==> config.mk <==
export PLATFORM = sky130hd
export DESIGN_NAME = jtag_tap_ctrl
export DESIGN_NICKNAME = d
export VERILOG_FILES = /design/src/rtl/jtag_tap_ctrl.sv
export SDC_FILE = /design/constraint.sdc
export NUM_CORES = 1
export LEC_CHECK = 0
export CAP_MARGIN = 15
export CELL_PAD_IN_SITES_DETAIL_PLACEMENT = 2
export CELL_PAD_IN_SITES_GLOBAL_PLACEMENT = 2
export CORE_ASPECT_RATIO = 1.2
export CORE_MARGIN = 2
export CORE_UTILIZATION = 38
export CTS_CLUSTER_DIAMETER = 200
export DETAILED_ROUTE_END_ITERATION = 12
export GPL_TIMING_DRIVEN = 0
export MAX_ROUTING_LAYER = met4
export PLACE_DENSITY = 0.8
export SYNTH_ARGS = -nofsm -noshare
export SYNTH_HDL_FRONTEND = slang
export SYNTH_SLANG_ARGS = --single-unit
==> constraint.sdc <==
create_clock -name clk -period 8.43 [get_ports clk]
set_input_delay 1.686 -clock clk [delete_from_list [all_inputs] [get_ports clk]]
set_output_delay 1.686 -clock clk [all_outputs]
set_load 0.01 [all_outputs]
==> src/rtl/jtag_tap_ctrl.sv <==
// IEEE 1149.1 TAP controller clocked by the core clock; tck is oversampled and edge-detected.
// Define JTAG_TAP_STATE_OBS_EN to export the FSM encoding on tap_state.
module jtag_tap_ctrl #(
    parameter int          IR_W        = 4,
    parameter int          DR_W        = 32,
    parameter logic [31:0] IDCODE_VAL  = 32'h1000_0001,
    parameter int          SYNC_STAGES = 2
) (
    input  logic            clk,
    input  logic            rst,
    input  logic            tck,
    input  logic            tms,
    input  logic            tdi,
    input  logic            trst,
    output logic            tdo,
    output logic            tdo_en,
    input  logic [DR_W-1:0] dbg_din,
    output logic [DR_W-1:0] dbg_dout,
    output logic            dbg_update,
    output logic            dbg_capture
`ifdef JTAG_TAP_STATE_OBS_EN
    ,
    output logic [3:0]      tap_state
`endif
);

    typedef enum logic [3:0] {
        TLR    = 4'd0,  RTI    = 4'd1,
        SEL_DR = 4'd2,  CAP_DR = 4'd3,  SH_DR  = 4'd4,  EX1_DR = 4'd5,
        PA_DR  = 4'd6,  EX2_DR = 4'd7,  UPD_DR = 4'd8,
        SEL_IR = 4'd9,  CAP_IR = 4'd10, SH_IR  = 4'd11, EX1_IR = 4'd12,
        PA_IR  = 4'd13, EX2_IR = 4'd14, UPD_IR = 4'd15
    } tap_state_e;

    localparam logic [IR_W-1:0] IR_IDCODE = IR_W'(1);
    localparam logic [IR_W-1:0] IR_DBG    = IR_W'(8);

    logic [SYNC_STAGES-1:0] tck_sync, tms_sync, tdi_sync, trst_sync;
    logic                   tck_d;
    logic                   tck_s, tms_s, tdi_s, trst_s;
    logic                   tck_rise, tck_fall;

    tap_state_e state_q, state_d;

    logic [IR_W-1:0] ir, ir_sr;
    logic [31:0]     id_sr;
    logic [DR_W-1:0] dbg_sr;
    logic            byp_sr;
    logic            upd_pend;
    logic            sel_id, sel_dbg, dr_lsb;

    // tms/tdi come from the same stage as tck so they line up with the detected edge
    always_ff @(posedge clk or posedge rst) begin
        if (rst) begin
            tck_sync  <= '0;
            tms_sync  <= '0;
            tdi_sync  <= '0;
            trst_sync <= '0;
            tck_d     <= 1'b0;
        end else begin
            tck_sync  <= {tck_sync[SYNC_STAGES-2:0], tck};
            tms_sync  <= {tms_sync[SYNC_STAGES-2:0], tms};
            tdi_sync  <= {tdi_sync[SYNC_STAGES-2:0], tdi};
            trst_sync <= {trst_sync[SYNC_STAGES-2:0], trst};
            tck_d     <= tck_sync[SYNC_STAGES-1];
        end
    end

    assign tck_s    = tck_sync[SYNC_STAGES-1];
    assign tms_s    = tms_sync[SYNC_STAGES-1];
    assign tdi_s    = tdi_sync[SYNC_STAGES-1];
    assign trst_s   = trst_sync[SYNC_STAGES-1];
    assign tck_rise = tck_s & ~tck_d;
    assign tck_fall = ~tck_s & tck_d;

    always_ff @(posedge clk or posedge rst) begin
        if (rst) state_q <= TLR;
        else     state_q <= state_d;
    end

    always_comb begin
        state_d = state_q;
        if (trst_s) begin
            state_d = TLR;
        end else if (tck_rise) begin
            case (state_q)
                TLR:     state_d = tms_s ? TLR    : RTI;
                RTI:     state_d = tms_s ? SEL_DR : RTI;
                SEL_DR:  state_d = tms_s ? SEL_IR : CAP_DR;
                CAP_DR:  state_d = tms_s ? EX1_DR : SH_DR;
                SH_DR:   state_d = tms_s ? EX1_DR : SH_DR;
                EX1_DR:  state_d = tms_s ? UPD_DR : PA_DR;
                PA_DR:   state_d = tms_s ? EX2_DR : PA_DR;
                EX2_DR:  state_d = tms_s ? UPD_DR : SH_DR;
                UPD_DR:  state_d = tms_s ? SEL_DR : RTI;
                SEL_IR:  state_d = tms_s ? TLR    : CAP_IR;
                CAP_IR:  state_d = tms_s ? EX1_IR : SH_IR;
                SH_IR:   state_d = tms_s ? EX1_IR : SH_IR;
                EX1_IR:  state_d = tms_s ? UPD_IR : PA_IR;
                PA_IR:   state_d = tms_s ? EX2_IR : PA_IR;
                EX2_IR:  state_d = tms_s ? UPD_IR : SH_IR;
                UPD_IR:  state_d = tms_s ? SEL_DR : RTI;
                default: state_d = TLR;
            endcase
        end
    end

    // Unknown instruction codes fall through to BYPASS
    assign sel_id  = (ir == IR_IDCODE);
    assign sel_dbg = (ir == IR_DBG);

    always_comb begin
        dr_lsb = byp_sr;
        if (sel_id)       dr_lsb = id_sr[0];
        else if (sel_dbg) dr_lsb = dbg_sr[0];
    end

    always_ff @(posedge clk or posedge rst) begin
        if (rst) begin
            ir          <= IR_IDCODE;
            ir_sr       <= '0;
            id_sr       <= '0;
            dbg_sr      <= '0;
            byp_sr      <= 1'b0;
            dbg_dout    <= '0;
            upd_pend    <= 1'b0;
            dbg_update  <= 1'b0;
            dbg_capture <= 1'b0;
            tdo         <= 1'b0;
            tdo_en      <= 1'b0;
        end else if (trst_s) begin
            ir          <= IR_IDCODE;
            upd_pend    <= 1'b0;
            dbg_update  <= 1'b0;
            dbg_capture <= 1'b0;
            tdo         <= 1'b0;
            tdo_en      <= 1'b0;
        end else begin
            dbg_capture <= 1'b0;
            upd_pend    <= 1'b0;
            dbg_update  <= upd_pend;
            if (tck_rise) begin
                case (state_q)
                    CAP_IR: ir_sr <= IR_W'(1);
                    SH_IR:  ir_sr <= {tdi_s, ir_sr[IR_W-1:1]};
                    UPD_IR: ir    <= ir_sr;
                    CAP_DR: begin
                        if (sel_id) begin
                            id_sr <= IDCODE_VAL;
                        end else if (sel_dbg) begin
                            dbg_sr      <= dbg_din;
                            dbg_capture <= 1'b1;
                        end else begin
                            byp_sr <= 1'b0;
                        end
                    end
                    SH_DR: begin
                        if (sel_id)       id_sr  <= {tdi_s, id_sr[31:1]};
                        else if (sel_dbg) dbg_sr <= {tdi_s, dbg_sr[DR_W-1:1]};
                        else              byp_sr <= tdi_s;
                    end
                    UPD_DR: begin
                        if (sel_dbg) begin
                            dbg_dout <= dbg_sr;
                            upd_pend <= 1'b1;
                        end
                    end
                    default: ;
                endcase
                if (state_d == TLR) ir <= IR_IDCODE;
            end
            // tdo changes on the falling edge so the host samples a stable bit on the next rise
            if (tck_fall) begin
                tdo_en <= (state_q == SH_IR) || (state_q == SH_DR);
                if (state_q == SH_IR)      tdo <= ir_sr[0];
                else if (state_q == SH_DR) tdo <= dr_lsb;
                else                       tdo <= 1'b0;
            end
        end
    end

`ifdef JTAG_TAP_STATE_OBS_EN
    assign tap_state = state_q;
`endif

endmodule

# ---- Word level (Yosys, flattened, before mapping)
# Cells that the tools add are included.
dict set report op_classes {
  eq_ne 25
  n_mux 50
  bitwise_logic 5
  n_reduce_logical 17
}
# cell count
set ops {}
lappend ops {{$mux W32} 6}
lappend ops {{$pmux W32 S2} 2}
lappend ops {{$pmux W4 S12} 1}
lappend ops {{$mux W4} 10}
lappend ops {{$eq A4 B4 Y1 const B} 9}
lappend ops {{$mux W1} 24}
lappend ops {{$eq A4 B3 Y1 const B} 4}
lappend ops {{$ne A2 B2 Y1 const B} 8}
lappend ops {{$reduce_and A7 Y1} 2}
lappend ops {{$eq A4 B1 Y1 const B} 2}
lappend ops {{$eq A4 B2 Y1 const B} 2}
lappend ops {{$logic_not A4 Y1} 2}
lappend ops {{$pmux W4 S2} 1}
lappend ops {{$reduce_bool A2 Y1} 4}
lappend ops {{$mux W2} 3}
lappend ops {{$mux W3} 2}
lappend ops {{$reduce_and A5 Y1} 1}
lappend ops {{$reduce_and A4 Y1} 1}
lappend ops {{$reduce_or A2 Y1} 2}
lappend ops {{$not A1 Y1} 3}
lappend ops {{$reduce_and A3 Y1} 1}
lappend ops {{$reduce_bool A3 Y1} 1}
lappend ops {{$reduce_or A3 Y1} 1}
lappend ops {{$and A1 B1 Y1} 2}
lappend ops {{other kinds (3)} 3}
dict set report word_totals {
  register_bits 123
  input_bits 38
  output_inout_bits 36
  elab_cells 114
}

# ---- Logic depth before layout (Yosys ltp)
# Gate-level depths: netlist of run 1.
dict set report logic_depth {
  depth_word 9
  depth_mapped 8
  depth_no_buf 6
}

# ---- Worst setup path after synthesis of run 1
# No wires, ideal clock.
dict set report synth_timing {
  kind {register to output}
  startpoint {register tdo_en}
  endpoint {output port tdo_en}
  t_arrival_ns 0.385
  setup_slack_ns 6.359
  stages_incl_launch_ff 1
  path_buffers 0
  cell_sequence {dfrtp_1}
}
# element line_no
set synth_lines {}
lappend synth_lines {{start: declaration} 16} ;# output logic tdo_en,
lappend synth_lines {{start signal: assignment} 174} ;# tdo_en <= (state_q == SH_IR) || (state_q == SH_DR);
# No word-level cell between the ends.

# ---- Worst setup path after layout of run 1
dict set report layout_timing {
  startpoint {register dbg_dout[27]}
  endpoint {output port dbg_dout[27]}
}
# element line_no
set layout_lines {}
lappend layout_lines {{start: declaration} 18} ;# output logic [DR_W-1:0] dbg_dout,
lappend layout_lines {{start signal: assignment} 164} ;# dbg_dout <= dbg_sr;
# No word-level cell between the ends.

==> impl_metrics.py, run 1 <==
metrics = {
    "sta": {
        "skew_ns": 0.00610,
        "setup_slack_ns": 5.35,
        "setup_tns_ns": 0,
        "rsz0062_at_grt": "no",
        "relSlewSlack_pct": 53.1,
        "report.final.slew_viol_count": 0,
        "worstMarginPinSlew_ns": 0.693,
        "post-route-period-util_pct": 36.5,
        "fin_crit_ns": 3.08,
        "setup_viol": 0,
        "hold_viol": 0,
        "fmax_ghz": 0.325,
    },
    "global_route": {
        "grt_pass1_wl_um": 26500,
        "grt_pass1_vias": 4788,
        "overflow": 0,
        "grt_max_degree": 96,
        "antenna_found_initial": 0,
        "grt_use_total_pct": 23.4,
    },
    "synth": {
        "syn_area_sq_um": 5340,
        "syn_avg_cell_area_sq_um": 11.1,
        "synth_top_area_share_pct": 57.2,
        "synth_top_area_cell": "dfrtp_1",
        "syn-num-nets": 518,
        "async_reset_ff_share_pct": 100,
        "seq_area_frac_synth_pct": 57.7,
        "synth_cell_types": 48,
        "yosys_warnings": 0,
        "ys.flop_type": "dfrtp_1",
        "netlist_instances": 480,
        "synth_most_common_cell": "dfrtp_1",
        "netlist_top_cells_area": "dfrtp_1, mux2_4, mux2i_1, nand2_1, o21ai_0",
        "ys_seq_elements": 123,
        "synth.top_cells.by_count": "dfrtp_1, nand2_1, nor2_1",
        "synth_edf_count": 0,
    },
    "setup_path": {
        "r2r_setup_slack_ns": 5.80,
        "critical_path_class": "flip-flop to output pin",
        "worstPathArrival_ns": 1.39,
        "crit-reg2reg-capture": "dbg_sr[6]",
        "path_max_fanout": 2,
        "path_buf_inv": 1,
        "cp_cell_sequence": "clkdlybuf4s50_1",
        "cp-start-kind": "flip-flop",
        "reg2reg_depth": 6,
        "r2r_start": "state_q[3]",
        "slowest_delay_ns": 0.61,
        "critPathSlowestCell": "clkdlybuf4s50_1",
        "crit_required_ns": 6.74,
        "path_delay_family": "buffers and inverters",
        "crit_path_end_kind": "output pin",
    },
    "finish": {
        "drive_gt1_share_pct": 14.7,
        "multi_input_area_sq_um": 2050,
        "fillers": 1353,
        "layout.nets": 611,
        "fin_cells": 756,
        "antennaDiodeCount": 0,
        "final_util_pct": 49.5,
        "regArea_sq_um": 3080,
        "final_area_sq_um": 6820,
        "syn2layout_area_growth_pct": 27.8,
    },
    "placement": {
        "place_ws_ns": 5.58,
        "place_congestion": 0.790,
        "port_buffers": 73,
        "dp.cells": 725,
        "place_hpwl_um": 10100,
        "place_area_sq_um": 6310,
    },
    "routing": {
        "met2WireLength_um": 8430,
        "highest_layer": "met4",
        "wl_per_cell_um": 21.2,
        "wl_met1_um": 6370,
        "drtIter0Drc": 134,
        "viasPerCell": 5.33,
        "antenna_left": 0,
        "drt-pass1-iter-count": 4,
        "drt_wl_total_um": 16000,
        "drc": 0,
        "vias": 4026,
        "wl_met3_um": 769,
    },
    "power": {
        "power_density_nw_per_um2": 188,
        "ir_worst_vdd_mv": 0.130,
        "power.leakage_nw": 2.90,
    },
    "hold_path": {
        "min_to": "tms_sync[1]",
        "hp-start": "tms_sync[0]",
        "hold_path.class": "flip-flop to flip-flop",
        "holdPathStages": 0,
    },
    "clock_tree": {
        "htree_levels": 4,
        "postCtsHoldBufs": 0,
        "cts_inserted_buffers": 17,
        "tritoncts": "done",
        "postCtsSetupRepairBufs": 0,
        "clkSlewWorstSetupHoldPaths_ns": 0.05,
        "cts_root_buf": "clkbuf_16",
        "clk_latency_ns": 0.42,
        "post_cts_resized": 0,
        "clockBufferDepth": 2,
        "cts_sinks": 123,
    },
    "die": {
        "die_area_sq_um": 15000,
        "die_w_um": 112,
        "core_area_sq_um": 13800,
        "die_h_um": 134,
        "ios": 74,
        "start_util_pct": 38.8,
        "fp-row-count": 47,
    },
    "run_status": {
        "outcome": "finished clean",
    },
    "run": {
        "drv_cap": 0,
    },
}
-- worst max path at each step --
stage | end | slack [ns] | cells after the start | start
2_1_floorplan | byp_sr | 3.47 | 1 | rst
3_3_place_gp | tms_sync[1] | 1.66 | 2 | rst
3_5_place_dp | ir[0] | 5.58 | 3 | rst
4_1_cts | dbg_dout[27] | 5.33 | 1 | dbg_dout[27]
5_1_grt | dbg_dout[27] | 5.29 | 1 | dbg_dout[27]
6_report | dbg_dout[27] | 5.35 | 1 | dbg_dout[27]
-- through the flow --
stage	power [mW]	hold slack [ns]
5_1_grt	1.32	0.363
2_1_floorplan	0.627	0.331
6_report	1.28	0.350
3_5_place_dp	0.656	0.338
3_3_place_gp	0.652	0.336
4_1_cts	1.29	0.354
-- cell families (layout without fill, tap and decap cells) --
family,count (synthesis),in the layout,share of synthesized area (%)
flops,123,123,57.7
xor+xnor,1,1,0.164
compound gates,101,101,11.0
simple gates,146,146,12.2
mux,66,66,15.1
buf+inv,43,148,3.89
-- per-layer routing --
metal,up-vias,global-route usage [%]
li1,1831,-
met4,0,9.21
met3,32,7.23
met1,2082,26.4
met5,-,-
met2,81,39.1
-- cell usage in the layout, fill, tap and decap left out, types with 6 or more instances in the layout --
| cell | n |
|---|---|
| a31oi_1 | 6 |
| dfrtp_1 | 122 |
| mux2_4 | 27 |
| nor2b_1 | 8 |
| inv_1 | 9 |
| o21ai_0 | 40 |
| clkbuf_16 | 17 |
| mux2i_1 | 33 |
| nand2_1 | 70 |
| mux2_2 | 6 |
| clkbuf_1 | 16 |
| clkdlybuf4s50_1 | 73 |
| a21oi_1 | 35 |
| buf_2 | 13 |
| clkinv_2 | 7 |
| nor2_1 | 42 |
-- state kept, by name, summed over array words and instances (netlist names) --
signal / flops
dbg_dout: 32
dbg_sr: 32
id_sr: 32
ir: 4
ir_sr: 4
state_q: 4
tck_sync: 2
tdi_sync: 2
tms_sync: 2
trst_sync: 2
byp_sr: 1
dbg_capture: 1
dbg_update: 1
tck_d: 1
tdo: 1
tdo_en: 1
upd_pend: 1
-- power by group --
part	internal, mW	switching [mW]
logic	0.0236	0.0262
clock network	0.376	0.256
registers	0.594	0.00200
total	0.994	0.284
-- final cells by class --
type,instances,area share [%]
Timing Repair Buffer,74,11.1
Sequential cell,123,45.2
Multi-Input combinational cell,314,30.0
Inverter,10,0.624
Clock inverter,9,0.734
Tap cell,171,3.14
Clock buffer,22,6.66
Buffer,33,2.50
Note: power is estimated with default switching activity, not from simulation.
==> inputs of run 2 (changes only) <==
--- a/config.mk
+++ b/config.mk
@@ -10,12 +10,12 @@
 export CELL_PAD_IN_SITES_GLOBAL_PLACEMENT = 2
 export CORE_ASPECT_RATIO = 1.2
 export CORE_MARGIN = 2
-export CORE_UTILIZATION = 38
+export CORE_UTILIZATION = 32
 export CTS_CLUSTER_DIAMETER = 200
 export DETAILED_ROUTE_END_ITERATION = 12
 export GPL_TIMING_DRIVEN = 0
 export MAX_ROUTING_LAYER = met4
-export PLACE_DENSITY = 0.8
+export PLACE_DENSITY = 0.71
 export SYNTH_ARGS = -nofsm -noshare
 export SYNTH_HDL_FRONTEND = slang
 export SYNTH_SLANG_ARGS = --single-unit
==> constraint.sdc (replaced) <==
create_clock -name clk -period 2.66 [get_ports clk]
set_input_delay 0.532 -clock clk [delete_from_list [all_inputs] [get_ports clk]]
set_output_delay 0.532 -clock clk [all_outputs]
set_load 0.01 [all_outputs]
==> run 2 against run 1 <==
Compared with the run above: clock skew grew 0.0017 ns; critical path depth grew 6; combinational power grew to 3.2 times the previous value; via count shrank 2.6%; non-clock buffer count grew 2; core utilization shrank 6.5 points; sequential power grew to 3.2 times the previous value; wire length shrank 12%; register-to-register slack lost 5.5 ns; largest power group unchanged.
==> impl_metrics.py, run 2 (synthesis results as in run 1) <==
metrics = {
    "setup_path": {
        "critical_path_class": "flip-flop to flip-flop",
        "r2r_setup_slack_ns": 0.27,
        "path_max_fanout": 10,
        "cp_cell_sequence": "or3b_2 -> a21oi_1 -> inv_1 -> nor2_2 -> clkbuf_1 -> nor2_1 -> a21oi_1",
        "path_buf_inv": 2,
        "critPathSlowestCell": "or3b_2",
        "path_delay_family": "simple AND/OR/NAND/NOR gates",
        "r2r_start": "state_q[1]",
        "slowest_delay_ns": 0.47,
        "crit_required_ns": 2.99,
        "path_common_cell": "a21oi_1",
        "reg2reg_depth": 7,
        "worstPathArrival_ns": 2.72,
        "crit_path_end_kind": "flip-flop",
        "cp-start-kind": "flip-flop",
        "crit-reg2reg-capture": "dbg_sr[16]",
    },
    "die": {
        "die_h_um": 145,
        "core_area_sq_um": 16300,
        "ios": 74,
        "die_area_sq_um": 17700,
        "start_util_pct": 32.8,
        "fp-row-count": 51,
        "die_w_um": 122,
    },
    "global_route": {
        "grt_pass1_wl_um": 24200,
        "grt_use_total_pct": 18.0,
        "antenna_found_initial": 0,
        "grt_max_degree": 40,
        "grt_pass1_vias": 4624,
        "overflow": 0,
    },
    "finish": {
        "final_area_sq_um": 7000,
        "regArea_sq_um": 3080,
        "final_util_pct": 43.0,
        "final_common_cell": "dfrtp_1",
        "multi_input_area_sq_um": 2050,
        "fin_cells": 799,
        "fillers": 1694,
        "layout.nets": 613,
        "final_cell_mix": "dfrtp_1, clkdlybuf4s50_1, nand2_1, nor2_1, o21ai_0",
        "syn2layout_area_growth_pct": 31.3,
        "drive_gt1_share_pct": 15.5,
        "antennaDiodeCount": 0,
        "top_regs": "dbg_dout (32), dbg_sr (32), id_sr (32)",
    },
    "power": {
        "p_total_mw": 4.40,
        "power.leakage_nw": 2.97,
        "power_density_nw_per_um2": 629,
        "ir_worst_vdd_mv": 0.317,
    },
    "sta": {
        "worstMarginPinSlew_ns": 0.593,
        "relSlewSlack_pct": 60.2,
        "setup_tns_ns": 0,
        "setup_slack_ns": 0.269,
        "post-route-period-util_pct": 89.9,
        "fin_crit_ns": 2.39,
        "whs_ns": 0.346,
        "skew_ns": 0.00775,
        "hold_viol": 0,
        "fmax_ghz": 0.418,
        "setup_viol": 0,
        "report.final.slew_viol_count": 0,
    },
    "routing": {
        "viasPerCell": 4.91,
        "drc": 0,
        "wl_per_cell_um": 17.7,
        "drt-pass1-iter-count": 4,
        "drtIter0Drc": 115,
        "antenna_left": 0,
        "vias": 3920,
        "drt_wl_total_um": 14100,
    },
    "placement": {
        "place_ws_ns": 0.103,
        "dp.cells": 768,
        "place_hpwl_um": 9760,
        "port_buffers": 73,
        "place_congestion": 0.779,
        "place_area_sq_um": 6390,
    },
    "hold_path": {
        "holdPathStages": 0,
        "hp-start": "tck_sync[0]",
        "min_to": "tck_sync[1]",
        "hold_path.class": "flip-flop to flip-flop",
    },
    "clock_tree": {
        "cts_inserted_buffers": 17,
        "cts_root_buf": "clkbuf_16",
        "tritoncts": "done",
        "postCtsSetupRepairBufs": 0,
        "cts_sinks": 123,
        "htree_levels": 4,
        "clkSlewWorstSetupHoldPaths_ns": 0.05,
        "clk_latency_ns": 0.41,
        "clockBufferDepth": 2,
    },
    "run": {
        "drv_cap": 0,
    },
    "run_status": {
        "outcome": "finished clean",
    },
}
[run 2: cell count changes in the layout (fill, tap and decap cells not counted), sizes merged]
cell	before	now
inv	10	9
clkinvlp	2	1
clkinv	7	5
bufinv	0	3
clkbuf	34	35
buf	22	24
[run 2: worst reg2reg max path: stages, from the launching register on]
cell	delay (ns)
dfrtp_1	0.38
or3b_2	0.47
a21oi_1	0.26
inv_1	0.08
nor2_2	0.40
clkbuf_1	0.46
nor2_1	0.10
a21oi_1	0.15
[run 2: cell type report]
type / count / share of cell area [%]
Sequential cell: 123 / 44.0
Multi-Input combinational cell: 314 / 29.3
Timing Repair Buffer: 76 / 11.3
Clock buffer: 23 / 6.97
Tap cell: 212 / 3.79
Buffer: 33 / 2.43
Clock inverter: 8 / 1.64
Inverter: 10 / 0.589
[run 2: report_power, final]
group,internal (mW),switching [mW]
clock,1.56,0.799
combinational,0.0791,0.0790
sequential,1.88,0.00542
[run 2: layer usage]
metal / wire, um / track usage, % / vias up
met4: 218 / 6.15 / 0
met3: 747 / 5.88 / 18
met5: 0 / - / -
met2: 7480 / 30.0 / 71
met1: 5680 / 20.1 / 2000
li1: - / - / 1831
[run 2: how the worst max path moves through the flow]
stage	start	slack, ns	depth (start not counted)	endpoint
after global routing	state_q[1]	-0.003	7	dbg_sr[16]
after global placement	rst	-0.63	2	id_sr[10]
final	state_q[1]	0.27	7	dbg_sr[16]
after CTS	state_q[3]	0.05	6	dbg_sr[15]
after floorplan	rst	0.62	1	byp_sr
after detailed placement	state_q[3]	0.10	6	dbg_sr[16]
[run 2: repair_timing]
action	CTS	global route
hold buffers	0	0
endpoints found under the setup margin	0	28
resized for setup	0	1
==> inputs of run 3 (changes only) <==
--- a/config.mk
+++ b/config.mk
@@ -14,7 +14,6 @@
 export CTS_CLUSTER_DIAMETER = 200
 export DETAILED_ROUTE_END_ITERATION = 12
 export GPL_TIMING_DRIVEN = 0
-export MAX_ROUTING_LAYER = met4
 export PLACE_DENSITY = 0.71
 export SYNTH_ARGS = -nofsm -noshare
 export SYNTH_HDL_FRONTEND = slang
==> run 3 against run 2 <==
Compared with the run above: clock power hardly changed; setup slack lost 0.0026 ns; wire length up 0.15%; first-iteration DRC count increased by 12%; worst hold slack barely moved; global-route usage fell by 0.50 points; sequential power is essentially flat; sequential cell count unchanged; critical path type unchanged.
==> impl_metrics.py, run 3 (synthesis results as in run 1) <==
metrics = {
    "setup_path": {
        "path_buf_inv": 2,
        "cp-start-kind": "flip-flop",
        "crit_required_ns": 2.99,
        "slowest_delay_ns": 0.47,
        "worstPathArrival_ns": 2.73,
        "path_delay_family": "simple AND/OR/NAND/NOR gates",
        "path_max_fanout": 10,
        "critPathSlowestCell": "or3b_2",
        "crit_path_end_kind": "flip-flop",
        "cp_cell_sequence": "or3b_2 -> a21oi_1 -> inv_1 -> nor2_2 -> clkbuf_1 -> nor2_1 -> a21oi_1",
        "path_common_cell": "a21oi_1",
        "critical_path_class": "flip-flop to flip-flop",
    },
    "finish": {
        "final_common_cell": "dfrtp_1",
        "final_util_pct": 43.0,
        "antennaDiodeCount": 0,
        "syn2layout_area_growth_pct": 31.3,
        "layout.nets": 613,
        "drive_gt1_share_pct": 15.5,
        "final_cell_mix": "dfrtp_1, clkdlybuf4s50_1, nand2_1, nor2_1, o21ai_0",
        "fin_cells": 799,
        "final_area_sq_um": 7000,
        "top_regs": "dbg_dout (32), dbg_sr (32), id_sr (32)",
    },
    "sta": {
        "skew_ns": 0.00860,
        "fin_crit_ns": 2.39,
        "worstMarginPinSlew_ns": 0.593,
        "relSlewSlack_pct": 60.2,
        "post-route-period-util_pct": 90.0,
        "fmax_ghz": 0.418,
        "whs_ns": 0.347,
        "setup_tns_ns": 0,
        "hold_viol": 0,
        "setup_viol": 0,
        "report.final.slew_viol_count": 0,
    },
    "clock_tree": {
        "htree_levels": 4,
        "cts_inserted_buffers": 17,
        "clkSlewWorstSetupHoldPaths_ns": 0.05,
        "cts_root_buf": "clkbuf_16",
        "clk_latency_ns": 0.41,
        "clockBufferDepth": 2,
        "cts_sinks": 123,
        "postCtsHoldBufs": 0,
        "tritoncts": "done",
    },
    "die": {
        "die_w_um": 122,
        "start_util_pct": 32.8,
        "ios": 74,
        "die_area_sq_um": 17700,
        "core_area_sq_um": 16300,
        "die_h_um": 145,
        "fp-row-count": 51,
    },
    "routing": {
        "vias": 3901,
        "drt_wl_total_um": 14100,
        "drt-pass1-iter-count": 4,
        "viasPerCell": 4.88,
        "antenna_left": 0,
        "drc": 0,
        "wl_per_cell_um": 17.7,
        "drtIter0Drc": 129,
    },
    "power": {
        "power_density_nw_per_um2": 628,
        "ir_worst_vdd_mv": 0.316,
        "power.leakage_nw": 2.97,
    },
    "placement": {
        "place_congestion": 0.768,
        "place_hpwl_um": 9760,
        "port_buffers": 73,
        "dp.cells": 768,
        "place_area_sq_um": 6390,
    },
    "global_route": {
        "grt_pass1_wl_um": 24200,
        "overflow": 0,
        "grt_use_total_pct": 17.4,
        "antenna_found_initial": 0,
        "grt_pass1_vias": 4628,
        "grt_max_degree": 40,
    },
    "hold_path": {
        "hold_path.class": "flip-flop to flip-flop",
    },
    "run": {
        "drv_cap": 0,
    },
    "run_status": {
        "outcome": "finished clean",
    },
}
==> run 3: path summary, 6_finish.rpt <==
path	from	to	slack, ns	depth (start not counted)
hold / removal	tck_sync[0]	tck_sync[1]	0.35	0
hold reg to reg	tck_sync[0]	tck_sync[1]	0.35	0
setup reg to reg	state_q[1]	dbg_sr[16]	0.27	7
setup / recovery	state_q[1]	dbg_sr[16]	0.27	7
max in group asynchronous	rst	id_sr[10]	1.36	4
min in group asynchronous	rst	dbg_dout[11]	0.51	2
==> run 3: layout make-up <==
type                            instances  area [sq um]
Clock inverter                          8           115
Tap cell                              212           265
Fill cell                            1694          9270
Multi-Input combinational cell        314          2050
Clock buffer                           23           488
Timing Repair Buffer                   76           791
Inverter                               10          41.3
Sequential cell                       123          3080
Buffer                                 33           170
==> run 3: where the power goes <==
part | total (mW) | internal, mW | switching (mW)
Sequential | 1.89 | 1.88 | 0.00538
Combinational | 0.158 | 0.0791 | 0.0791
Clock | 2.36 | 1.56 | 0.797
Total | 4.40 | 3.52 | 0.881
==> run 3: layer usage <==
| metal | GRT usage (%) | share of wire, % | vias to the layer above |
|---|---|---|---|
| li1 | - | - | 1831 |
| met1 | 19.9 | 40 | 1989 |
| met2 | 30.0 | 53 | 69 |
| met3 | 6.19 | 5.7 | 12 |
| met4 | 6.15 | 1.4 | 0 |
| met5 | 0 | 0 | - |
==> run 3: timing repair <==
action | in CTS | in global routing
buffers inserted | 0 | 0
gates resized for setup | 0 | 1
endpoints found under the setup margin | 0 | 28
==> run 3: worst register-to-register path: stages (launching register included) <==
cell	delay (ns)
dfrtp_1	0.38
or3b_2	0.47
a21oi_1	0.26
inv_1	0.08
nor2_2	0.41
clkbuf_1	0.46
nor2_1	0.10
a21oi_1	0.15
==> run 3: per-stage QoR <==
step	total power [mW]	worst slack [ns]
floorplan	1.99	0.618
global placement	2.07	-0.630
detailed placement	2.08	0.103
CTS	4.47	0.0523
global route	4.58	-0.00296
finish	4.40	0.266
